File: config.mk
export PLATFORM = sky130hd
export DESIGN_NAME = decode_sequencer
export DESIGN_NICKNAME = d
export VERILOG_FILES = /design/src/rtl/decode_sequencer.sv
export SDC_FILE = /design/constraint.sdc
export NUM_CORES = 1
export LEC_CHECK = 0
export CAP_MARGIN = 30
export CELL_PAD_IN_SITES_DETAIL_PLACEMENT = 0
export CELL_PAD_IN_SITES_GLOBAL_PLACEMENT = 1
export CORE_MARGIN = 3
export CORE_UTILIZATION = 24
export CTS_CLUSTER_SIZE = 20
export DETAILED_ROUTE_END_ITERATION = 8
export PLACE_DENSITY = 0.74
export SLEW_MARGIN = 10
export SYNTH_ARGS = -nofsm -noshare
export SYNTH_HDL_FRONTEND = slang
export SYNTH_SLANG_ARGS = --single-unit
File: constraint.sdc
create_clock -name clock -period 1.5 [get_ports clock]
set_input_delay 0.225 -clock clock [delete_from_list [all_inputs] [get_ports clock]]
set_output_delay 0.225 -clock clock [all_outputs]
set_load 0.03 [all_outputs]
File: src/rtl/decode_sequencer.sv
// M6502 instruction sequencer: one-hot timing register, instruction register and enable decode.
// Define DECODE_ILLEGAL_TRAP_EN to halt at T2 on an illegal opcode instead of running it as a NOP.
//
// state | meaning
// T1    | opcode fetch, no enables
// T2    | first decode cycle; two-cycle instructions finish here
// T3    | JMP finishes; absolute loads/stores fetch the operand address
// T4    | absolute load/store memory access
// Tn    | last state; reaching it without TIMING_RESET trips the watchdog
module decode_sequencer #(
    parameter int TIMING_STATES = 8,
    parameter int ENABLE_WIDTH  = 32
) (
    input  logic                     clock,
    input  logic                     reset,
    input  logic                     ready,
    input  logic [7:0]               data_in,
    output logic [TIMING_STATES-1:0] timing,
    output logic [7:0]               opcode,
    output logic                     sync,
    output logic [ENABLE_WIDTH-1:0]  enables,
    output logic                     seq_error,
    output logic                     halted
);

    localparam logic [TIMING_STATES-1:0] T1 = TIMING_STATES'(1);

    localparam int ADDR_RP      = 0;
    localparam int DATA_OUT_RA  = 1;
    localparam int PC_HOLD      = 2;
    localparam int PC_OPERAND   = 3;
    localparam int RA_OPERAND   = 4;
    localparam int RP_OPERAND   = 5;
    localparam int RX_OPERAND   = 6;
    localparam int RY_OPERAND   = 7;
    localparam int TIMING_RESET = 8;
    localparam int WRITE_EN     = 9;
    localparam int DATA_OUT_RX  = 10;
    localparam int DATA_OUT_RY  = 11;
    localparam int RX_FROM_RA   = 12;
    localparam int RY_FROM_RA   = 13;
    localparam int RX_INC       = 14;
    localparam int RY_INC       = 15;
    localparam int ILLEGAL      = 16;

    logic [TIMING_STATES-1:0] timing_q;
    logic [7:0]               opcode_q;
    logic                     seq_error_q;
    logic [16:0]              dec;

    always_comb begin
        dec = '0;
        if (timing_q[1]) begin
            case (opcode_q)
                8'hEA: dec[TIMING_RESET] = 1'b1;
                8'hAA: begin dec[RX_FROM_RA] = 1'b1; dec[TIMING_RESET] = 1'b1; end
                8'hA8: begin dec[RY_FROM_RA] = 1'b1; dec[TIMING_RESET] = 1'b1; end
                8'hE8: begin dec[RX_INC]     = 1'b1; dec[TIMING_RESET] = 1'b1; end
                8'hC8: begin dec[RY_INC]     = 1'b1; dec[TIMING_RESET] = 1'b1; end
                8'hA9: begin dec[RA_OPERAND] = 1'b1; dec[TIMING_RESET] = 1'b1; end
                8'hA2: begin dec[RX_OPERAND] = 1'b1; dec[TIMING_RESET] = 1'b1; end
                8'hA0: begin dec[RY_OPERAND] = 1'b1; dec[TIMING_RESET] = 1'b1; end
                8'h4C, 8'hAD, 8'hAE, 8'hAC, 8'h8D, 8'h8E, 8'h8C: dec = '0;
                default: begin
                    dec[ILLEGAL] = 1'b1;
`ifdef DECODE_ILLEGAL_TRAP_EN
                    dec[PC_HOLD] = 1'b1;
`else
                    dec[TIMING_RESET] = 1'b1;
`endif
                end
            endcase
        end else if (timing_q[2]) begin
            case (opcode_q)
                8'h4C: begin dec[PC_OPERAND] = 1'b1; dec[TIMING_RESET] = 1'b1; end
                8'hAD, 8'hAE, 8'hAC, 8'h8D, 8'h8E, 8'h8C: dec[RP_OPERAND] = 1'b1;
                default: dec = '0;
            endcase
        end else if (timing_q[3]) begin
            case (opcode_q)
                8'hAD: dec[RA_OPERAND]  = 1'b1;
                8'hAE: dec[RX_OPERAND]  = 1'b1;
                8'hAC: dec[RY_OPERAND]  = 1'b1;
                8'h8D: begin dec[WRITE_EN] = 1'b1; dec[DATA_OUT_RA] = 1'b1; end
                8'h8E: begin dec[WRITE_EN] = 1'b1; dec[DATA_OUT_RX] = 1'b1; end
                8'h8C: begin dec[WRITE_EN] = 1'b1; dec[DATA_OUT_RY] = 1'b1; end
                default: dec = '0;
            endcase
            // Common memory-access controls for every absolute load/store.
            case (opcode_q)
                8'hAD, 8'hAE, 8'hAC, 8'h8D, 8'h8E, 8'h8C: begin
                    dec[ADDR_RP]      = 1'b1;
                    dec[PC_HOLD]      = 1'b1;
                    dec[TIMING_RESET] = 1'b1;
                end
                default: ;
            endcase
        end
        if (!ready) begin
            dec          = '0;
            dec[PC_HOLD] = 1'b1;
        end
    end

`ifdef DECODE_ILLEGAL_TRAP_EN
    logic is_illegal;

    always_comb begin
        case (opcode_q)
            8'hEA, 8'hAA, 8'hA8, 8'hE8, 8'hC8, 8'hA9, 8'hA2, 8'hA0,
            8'h4C, 8'hAD, 8'hAE, 8'hAC, 8'h8D, 8'h8E, 8'h8C: is_illegal = 1'b0;
            default:                                          is_illegal = 1'b1;
        endcase
    end

    // Timing freezes at T2 and the opcode cannot reload, so this holds until reset.
    assign halted = timing_q[1] & is_illegal;
`else
    assign halted = 1'b0;
`endif

    always_ff @(posedge clock) begin
        if (reset) begin
            timing_q    <= T1;
            opcode_q    <= 8'hEA;
            seq_error_q <= 1'b0;
        end else if (ready) begin
            if (timing_q[0])
                opcode_q <= data_in;
            if (halted)
                timing_q <= timing_q;
            else if (dec[TIMING_RESET])
                timing_q <= T1;
            else if (timing_q[TIMING_STATES-1]) begin
                timing_q    <= T1;
                seq_error_q <= 1'b1;
            end else
                timing_q <= {timing_q[TIMING_STATES-2:0], 1'b0};
        end
    end

    always_comb begin
        enables       = '0;
        enables[16:0] = dec;
    end

    assign timing    = timing_q;
    assign opcode    = opcode_q;
    assign sync      = timing_q[0];
    assign seq_error = seq_error_q;

endmodule

==> results of run 1 <==
flip-flops by register name, summed over array words and instances (netlist names):
| register | cells |
|---|---|
| opcode | 8 |
| seq_error | 1 |
| timing | 8 |
power groups by stage:
| stage | clock (mW) | sequential (mW) | combinational, mW |
|---|---|---|---|
| final | 0.340 | 0.505 | 0.513 |
| after CTS | 0.348 | 0.505 | 0.502 |
| after global routing | 0.373 | 0.510 | 0.551 |
| after detailed placement | 0 | 0.513 | 0.453 |
| after floorplan | 0 | 0.555 | 0.274 |
| after global placement | 0 | 0.513 | 0.451 |
cells by family (layout without fill, tap and decap cells):
| group | count (synthesis) | after routing | synth area share |
|---|---|---|---|
| simple gates | 78 | 78 | 0.369 |
| buf+inv | 30 | 95 | 0.159 |
| compound gates | 23 | 23 | 0.169 |
| flops | 17 | 17 | 0.292 |
| other cells | 1 | 16 | 0.00322 |
| xor+xnor | 1 | 1 | 0.00753 |
worst max path at each step:
stage                             end                    from  slack (ps)  cells past startpoint
after detailed placement  enables[11]                   ready        -340                      7
after global routing       enables[8]  opcode[6]$_SDFFE_PP1P_        -400                      6
after floorplan            enables[7]  opcode[7]$_SDFFE_PP1P_        -220                      4
final                      enables[8]  opcode[6]$_SDFFE_PP1P_        -330                      6
after global placement    enables[11]                   ready        -350                      7
after CTS                  enables[7]  opcode[4]$_SDFFE_PP0P_        -330                      5
cell type report:
type	count	area, um^2
fill	434	2280
multi-input combinational	118	921
timing repair buffer	87	807
sequential	17	369
tap	52	65.1
clock buffer	4	45.0
inverter	4	15.0
placed cells by master, fill, tap and decap left out, types with 4 or more instances in the layout:
| cell type | instances |
|---|---|
| a211o_1 | 5 |
| a21oi_1 | 4 |
| and3_1 | 5 |
| buf_4 | 33 |
| buf_6 | 26 |
| clkdlybuf4s50_1 | 9 |
| conb_1 | 16 |
| dfxtp_1 | 6 |
| dfxtp_2 | 5 |
| dfxtp_4 | 6 |
| dlygate4sd2_1 | 15 |
| inv_1 | 4 |
| nand2_1 | 13 |
| nand3_1 | 8 |
| nand4_1 | 4 |
| nor2_1 | 7 |
| nor2_4 | 6 |
worst reg2reg max path, stage by stage, from the launching register on:
cell	delay [ps]
dfxtp_2	360
buf_6	100
nor3b_4	230
and3_4	250
o311ai_4	100
buf_4	190
o41ai_2	260
through the flow:
stage	hold slack, ps	power [mW]	instances	util	TNS (ps)
2_1_floorplan	378	0.830	165	-	-938
3_5_place_dp	450	0.966	269	0.421	-6070
6_report	463	1.36	282	0.493	-4300
5_1_grt	505	1.43	282	0.493	-6190
4_1_cts	472	1.35	282	0.483	-4340
3_3_place_gp	447	0.964	269	0.421	-6000
repair_timing:
item                                    in CTS  in global routing
setup buffers                               10                  0
pin swaps                                   17                  9
resized for setup                           61                 14
endpoints found under the setup margin      37                 30
hold endpoints to repair                     0                  0
metal layers:
metal	vias up	share of wire	GRT usage
li1	653	-	-
met1	592	0.47	0.184
met2	34	0.48	0.215
met3	4	0.042	0.0145
met4	0	0.011	0.0427
met5	-	0	0
==> flow_summary_export.csv, run 1 <==
group,metric,value,unit
run_status,status,"complete, but fails checks",
run_status,violations,"negative setup slack",
worst_hold_path,worstHoldStart,"seq_error$_SDFFE_PP0P_",
pwr,p_seq_frac,0.372,
clock_network,path_clk_slew,70,ps
critical_path,end_kind,"output port",
timing,period_needed,1830,ps
floorplan,start_util,0.258,
final_layout,insertedDiodeCount,0,
synth,synth_area_leaders,"dfxtp_1, buf_4, nand2_1",
clock_network,cts_buffers,3,
synth,syn_inst,150,
flow_run,drv_cap,0,
timing,worst_clock_skew,6.00,ps
pwr,vdd_ir_drop_max,462,uV
pwr,p_sw,0.474,mW
routing,firstDrtPassIters,4,
synth,synth_area_per_cell,7.76,um^2
floorplan,die_w,75.6,um
clock_network,htree_levels,1,
pwr,internal_power,0.884,mW
placement,dpl_cell_area,0.00190,mm^2
routing,routedWlPerCell,12.8,um
timing,finalWorstSetupSlack,-329,ps
critical_path,timing.rr.start,"opcode[6]$_SDFFE_PP1P_",
synth,yosysTopAreaCell,"dfxtp_1",
grt,grt_usage,0.133,
grt,grt_pass1_vias,1257,
synth,synth-edff-count,0,
synth,synth_ff_type,"dfxtp_1",
placement,pre_cts_ws,-337,ps
floorplan,num_rows,24,
timing,finalSetupViolations,19,
critical_path,required,1270,ps
synth,synth_cell_type_count,37,
timing,post-route-period-util,1.22,
synth,async_flop_share,0,
synth,synth_seq_cells,17,
pwr,p_leak,0.981,nW
routing,route.detailed.drc,0,
pwr,power_frac_comb,0.378,
grt,overflow,0,
critical_path,worst_path_max_delay_cell,"dfxtp_2",
synth,yosysWarnings,0,
synth,ys_seq_area_frac,0.292,
timing,hold_viol_final,0,
critical_path,r2r_slack,-70,ps
critical_path,path_common_cell,"buf_6",
clock_network,postCtsHoldBufs,0,
floorplan,core-area,0.00450,mm^2
worst_hold_path,min_path_type,"reg -> reg",
critical_path,startpoint_type,"flop",
clock_network,worstSkewPairLatency,250,ps
clock_network,clkSinkCount,17,
placement,globalplace.congestion,0.823,
floorplan,die_h,75.6,um
pwr,clockPowerShare,0.250,
routing,dr.first_iter.drc_count,42,
clock_network,cts_buffer_depth,2,
critical_path,cp_top_family,"simple AND/OR/NAND/NOR gates",
routing,num_vias,1283,
placement,port_buffers,45,
clock_network,cts_tree,"yes",
timing,timing.fmax,547,MHz
critical_path,crit_path_max_incr_delay,340,ps
final_layout,nets,242,
critical_path,crit_buf_inv,2,
critical_path,path_class,"reg -> out",
final_layout,drive_gt1_frac,0.487,
timing,slew_viol_final,0,
timing,rsz0062_at_grt,"true",
grt,grt_start_max_net_pins,19,
worst_hold_path,whs_path_depth,2,
routing,routed_wl,3620,um
pwr,power_density,611,mW/mm^2
critical_path,path_cells,"buf_6, nor3b_4, and3_4, o311ai_4, and2_4, buf_6",
critical_path,cp.arrival,1600,ps
floorplan,die-area,0.00572,mm^2
critical_path,reg2reg_depth,6,
final_layout,synthToLayoutAreaGrowth,91.0,%
routing,ant_nets,0,
critical_path,reg2reg_to,"timing[1]$_SDFFE_PP0P_",
pwr,p_sw_frac,0.349,
final_layout,final_cell_area,0.00222,mm^2
synth,netlist_area,0.00116,mm^2
synth,synthTopCellsByCount,"buf_4, dfxtp_1, nand2_1",
floorplan,ios,62,
grt,grt_pass1_wl,5950,um
worst_hold_path,holdPathEnd,"seq_error$_SDFFE_PP0P_",
placement,dp_hpwl,2740,um
synth,synthDominantCellAreaShare,0.292,
routing,viasPerCell,4.55,
grt,antenna_found_initial,0,
critical_path,crit_fanout,3,
clock_network,cts_root_buf,"clkbuf_8",
(Power assumes the default switching activity.)
==> run 2: changes to the inputs <==
--- a/config.mk
+++ b/config.mk
@@ -5,11 +5,13 @@
 export SDC_FILE = /design/constraint.sdc
 export NUM_CORES = 1
 export LEC_CHECK = 0
+export ABC_CLOCK_PERIOD_IN_PS = 1500
 export CAP_MARGIN = 30
 export CELL_PAD_IN_SITES_DETAIL_PLACEMENT = 0
 export CELL_PAD_IN_SITES_GLOBAL_PLACEMENT = 1
 export CORE_MARGIN = 3
 export CORE_UTILIZATION = 24
+export CTS_CLUSTER_DIAMETER = 150
 export CTS_CLUSTER_SIZE = 20
 export DETAILED_ROUTE_END_ITERATION = 8
 export PLACE_DENSITY = 0.74
==> results of run 2 <==
Same layout as run 1: the final DEF is identical, and so are final timing and power.
==> run 3: changes to the inputs <==
--- a/config.mk
+++ b/config.mk
@@ -19,3 +19,4 @@
 export SYNTH_ARGS = -nofsm -noshare
 export SYNTH_HDL_FRONTEND = slang
 export SYNTH_SLANG_ARGS = --single-unit
+export TNS_END_PERCENT = 1
==> flow_summary_export.csv, run 3 (synthesized netlist as in run 1, its figures left out) <==
group,metric,value,unit
critical_path,path_class,"reg -> out",
worst_hold_path,min_path_type,"reg -> reg",
timing,period_needed,1820,ps
grt,antenna_found_initial,0,
placement,globalplace.congestion,0.757,
clock_network,worstSkewPairLatency,260,ps
pwr,power,1.30,mW
floorplan,die-area,0.00572,mm^2
clock_network,htree_levels,1,
timing,finalWorstSetupSlack,-324,ps
clock_network,cts_buffer_depth,2,
routing,ant_nets,0,
timing,holdWs,469,ps
critical_path,path_depth,6,
routing,firstDrtPassIters,4,
critical_path,path_common_cell,"buf_6",
clock_network,post-cts-setup-buffers,0,
timing,rsz0062_at_grt,"true",
final_layout,final_cell_mix,"buf_4, dlygate4sd2_1, conb_1, nand2_1, nor2_1",
routing,routed_wl,3250,um
worst_hold_path,whs_path_depth,2,
grt,grt_pass1_wl,5260,um
timing,worst_clock_skew,5.07,ps
clock_network,postCtsHoldBufs,0,
pwr,power_frac_comb,0.347,
timing,slew_viol_final,0,
pwr,p_sw_frac,0.350,
placement,port_buffers,45,
pwr,clockPowerShare,0.265,
pwr,p_leak,0.874,nW
critical_path,startpoint_type,"flop",
final_layout,regArea,364,um^2
routing,num_vias,1229,
critical_path,crit_path_max_incr_delay,340,ps
floorplan,core-area,0.00450,mm^2
grt,overflow,0,
critical_path,cp_top_family,"simple AND/OR/NAND/NOR gates",
critical_path,reg2reg_depth,6,
pwr,vdd_ir_drop_max,323,uV
pwr,internal_power,0.846,mW
routing,routedWlPerCell,12.0,um
floorplan,ios,62,
floorplan,die_w,75.6,um
timing,hold_viol_final,0,
final_layout,nets,232,
critical_path,crit_fanout,3,
final_layout,fill_cells,465,
timing,post-route-period-util,1.22,
final_layout,insertedDiodeCount,0,
placement,dp_hpwl,2660,um
critical_path,end_kind,"output port",
clock_network,cts_root_buf,"clkbuf_8",
routing,viasPerCell,4.52,
clock_network,cts_tree,"yes",
routing,route.detailed.drc,0,
flow_run,drv_cap,0,
clock_network,cts_buffers,3,
critical_path,cp.arrival,1600,ps
final_layout,drive_gt1_frac,0.418,
critical_path,crit_buf_inv,2,
final_layout,multiInputGateArea,830,um^2
final_layout,synthToLayoutAreaGrowth,70.0,%
routing,dr.first_iter.drc_count,32,
pwr,power_density,658,mW/mm^2
run_status,violations,"negative setup slack",
clock_network,path_clk_slew,70,ps
run_status,status,"complete, but fails checks",
clock_network,clkSinkCount,17,
final_layout,final_common_cell,"buf_4",
pwr,p_seq_frac,0.388,
grt,grt_usage,0.118,
critical_path,path_cells,"buf_6, nor3b_4, and3_4, o311ai_4, and2_4, buf_6",
critical_path,required,1270,ps
floorplan,num_rows,24,
grt,grt_start_max_net_pins,19,
pwr,p_sw,0.456,mW
grt,grt_pass1_vias,1135,
timing,timing.fmax,548,MHz
floorplan,start_util,0.258,
critical_path,worst_path_max_delay_cell,"dfxtp_2",
timing,finalSetupViolations,19,
floorplan,die_h,75.6,um
==> run 3: changes by cell type in the layout (fill, tap and decap cells not counted), sizes merged <==
cell	before	now
clkinv	0	1
dlymetal6s2s	2	0
dlygate4sd2	15	17
clkdlybuf4s15	2	1
clkbuf	4	3
buf	59	50
==> run 3: power groups by stage <==
stage          Combinational (mW)  Clock [mW]  Sequential (mW)
2_1_floorplan               0.263           0            0.555
6_report                    0.451       0.345            0.506
3_5_place_dp                0.451           0            0.513
4_1_cts                     0.449       0.362            0.506
3_3_place_gp                0.450           0            0.514
5_1_grt                     0.489       0.380            0.511
==> run 3: timing repair <==
item	4_1_cts	5_1_grt
setup endpoints to repair	38	26
gates resized for setup	38	4
pin swaps	14	3
==> run 3: final timing paths <==
check,start,to,slack (ps)
max,opcode[6]$_SDFFE_PP1P_,enables[8],-320
min,seq_error$_SDFFE_PP0P_,seq_error$_SDFFE_PP0P_,470
max reg2reg,opcode[4]$_SDFFE_PP0P_,timing[1]$_SDFFE_PP0P_,-60
min reg2reg,seq_error$_SDFFE_PP0P_,seq_error$_SDFFE_PP0P_,470
==> run 3: through the flow <==
stage                     setup slack, ps  cells  TNS [ps]  instance area (um^2)  utilization
after floorplan                      -215    165     -1410                  1320            -
after global placement               -329    268     -5260                  1860        0.413
after detailed placement             -350    268     -5450                  1860        0.413
after CTS                            -350    272     -4350                  1960        0.436
after global routing                 -405    272     -6430                  1980        0.439
final                                -324    272     -4080                  1980        0.439
==> run 3: layout make-up <==
| class | instances | share of cell area |
|---|---|---|
| Clock inverter | 1 | 0.00253 |
| Clock buffer | 3 | 0.0209 |
| Multi-Input combinational cell | 118 | 0.419 |
| Timing Repair Buffer | 77 | 0.333 |
| Tap cell | 52 | 0.0329 |
| Inverter | 4 | 0.00759 |
| Sequential cell | 17 | 0.184 |
==> run 3: metal layers <==
| metal | GRT usage | wire length (um) | vias up |
|---|---|---|---|
| met5 | 0 | 0 | - |
| met4 | 0.0466 | 34 | 0 |
| met3 | 0.0185 | 166 | 2 |
| met2 | 0.174 | 1440 | 39 |
| met1 | 0.173 | 1620 | 558 |
| li1 | - | - | 630 |
==> run 3: worst min-delay path, delay by kind of cell (launching register included) <==
| family | cells | cell delay, ps |
|---|---|---|
| flops | 1 | 330 |
| compound gates | 1 | 50 |
| simple gates | 1 | 70 |
==> patch: new RTL, flow settings as in run 2 <==
Build with the macro `DECODE_ILLEGAL_TRAP_EN` defined.
--- a/src/rtl/decode_sequencer.sv
+++ b/src/rtl/decode_sequencer.sv
@@ -9,2 +9,4 @@
 // Tn    | last state; reaching it without TIMING_RESET trips the watchdog
+`define DECODE_ILLEGAL_TRAP_EN
+
 module decode_sequencer #(
Behaviour: not the same (a bounded check fails within 4 cycles, from zero or initial values and one cycle with reset high).
==> patch against run 2 <==
  * The flow still finishes with violations (negative setup slack)
  * Maximum frequency down 18%
  * Sequential share of layout area down 2.5 points
  * Sequential cell count unchanged
  * Total power up 19%
  * Cell area up 19%
  * Clock skew up 0.0012 ns
  * Cell count up 12%
  * Global-route usage up 0.40 points
  * Non-clock buffer count up 24
  * Synthesized cell count down 3.3%
  * Worst setup slack worse by 0.39 ns
  * Wire length up 15%
  * Synthesized area up 4.5%
  * Critical endpoint is now enables[2]
  * Highest routed layer unchanged
==> patch: results (changes against run 2) <==
Final setup viols -> 27 (+8)
Port Buffers -> 46 (+2.2%)
Met3 Wirelength -> 126 um (-17%)
Status -> finished, violations left
Area of the multi-input gates -> 0.00108 sq mm (+17%)
Post-Route WL -> 4.15 mm (+15%)
Detailed Place HPWL -> 2.97 mm (+8.3%)
Avg Vias per Cell -> 4.47 (-1.7%)
Synth cell count leaders -> buf_4 (17), dfxtp_1 (17), nor2_1 (16)
H-tree depth -> 1 (unchanged)
Failing checks -> negative setup slack
FF-to-FF path depth -> 9 (+3)
Worst VDD drop -> 287 uV (-38%)
Multi-input comb cells -> 113 (-4.2%)
Worst Skew -> 0.00716 ns (+0.00116 ns)
Drt initial violations -> 26 (-38%)
Sw power -> 585 uW (+23%)
Yosys cell types -> 46 (+24%)
Leakage Power -> 0.00117 uW (+19%)
Final Wtd Congestion -> 0.804 (-2.4%)
GRT met3 Usage -> 1.53% (+0.075 points)
Number of fillers in the final layout -> 438 (+0.92%)
Share of the yosys chip area belonging to registers -> 28.0% (-1.3 points)
Met2 Use GR -> 22.9% (+1.4 points)
Arrival time worst endpoint -> 2.00 ns (+0.40 ns)
Seq area share -> 14.1% (-2.5 points)
Largest cells by area after synthesis -> dfxtp_1 (28%), buf_4 (10%), nor2_1 (4.9%)
Clk tree area frac -> 1.75% (-0.28 points)
Worst slack at placement -> -0.891 ns (-0.554 ns)
Non-clock buffer area fraction after layout -> 39.6% (+3.3 points)
Worst setup margin -> -0.723 ns (-0.393 ns)
Total negative slack -> -11.26 ns (-6.96 ns)
Slowest stage delay, CP -> 0.46 ns (+0.12 ns)
Final nets -> 261 (+7.9%)
Slowest-stage cell, CP -> or4b_4
Routed met1 length -> 1.77 mm (+4.3%)
Routed wl met2 -> 2.15 mm (+24%)
Number of global-route vias before repair -> 1427 (+14%)
Largest net degree at the start of global routing -> 12 (-7)
[patch: metrics by stage]
stage | std cells | hold slack [ns] | util (%) | area (sq um) | power, uW
final | 316 | 0.467 | 55.0 | 2650 | 1620
after global routing | 316 | 0.511 | 55.0 | 2650 | 1700
after CTS | 306 | 0.478 | 50.9 | 2450 | 1550
after detailed placement | 293 | 0.458 | 43.2 | 2080 | 1110
after global placement | 293 | 0.459 | 43.2 | 2080 | 1110
after floorplan | 159 | 0.362 | - | 1420 | 899
[patch: path summary, 6_finish.rpt]
path / from / endpoint / slack (ns)
worst min-delay path: seq_error / seq_error / 0.47
worst max register to register: opcode[7] / timing[3] / -0.56
worst min register to register: seq_error / seq_error / 0.47
worst max-delay path: opcode[6] / enables[2] / -0.72
[patch: worst min-delay path, cell delays in order (launching register included)]
cell	delay, ns
dfxtp_1	0.33
a31oi_1	0.04
nor2_1	0.07
[patch: repair_timing]
action / CTS / global route
endpoints found under the setup margin: 43 / 30
pin swaps: 16 / 21
gates resized for setup: 84 / 35
setup buffers: 9 / 16
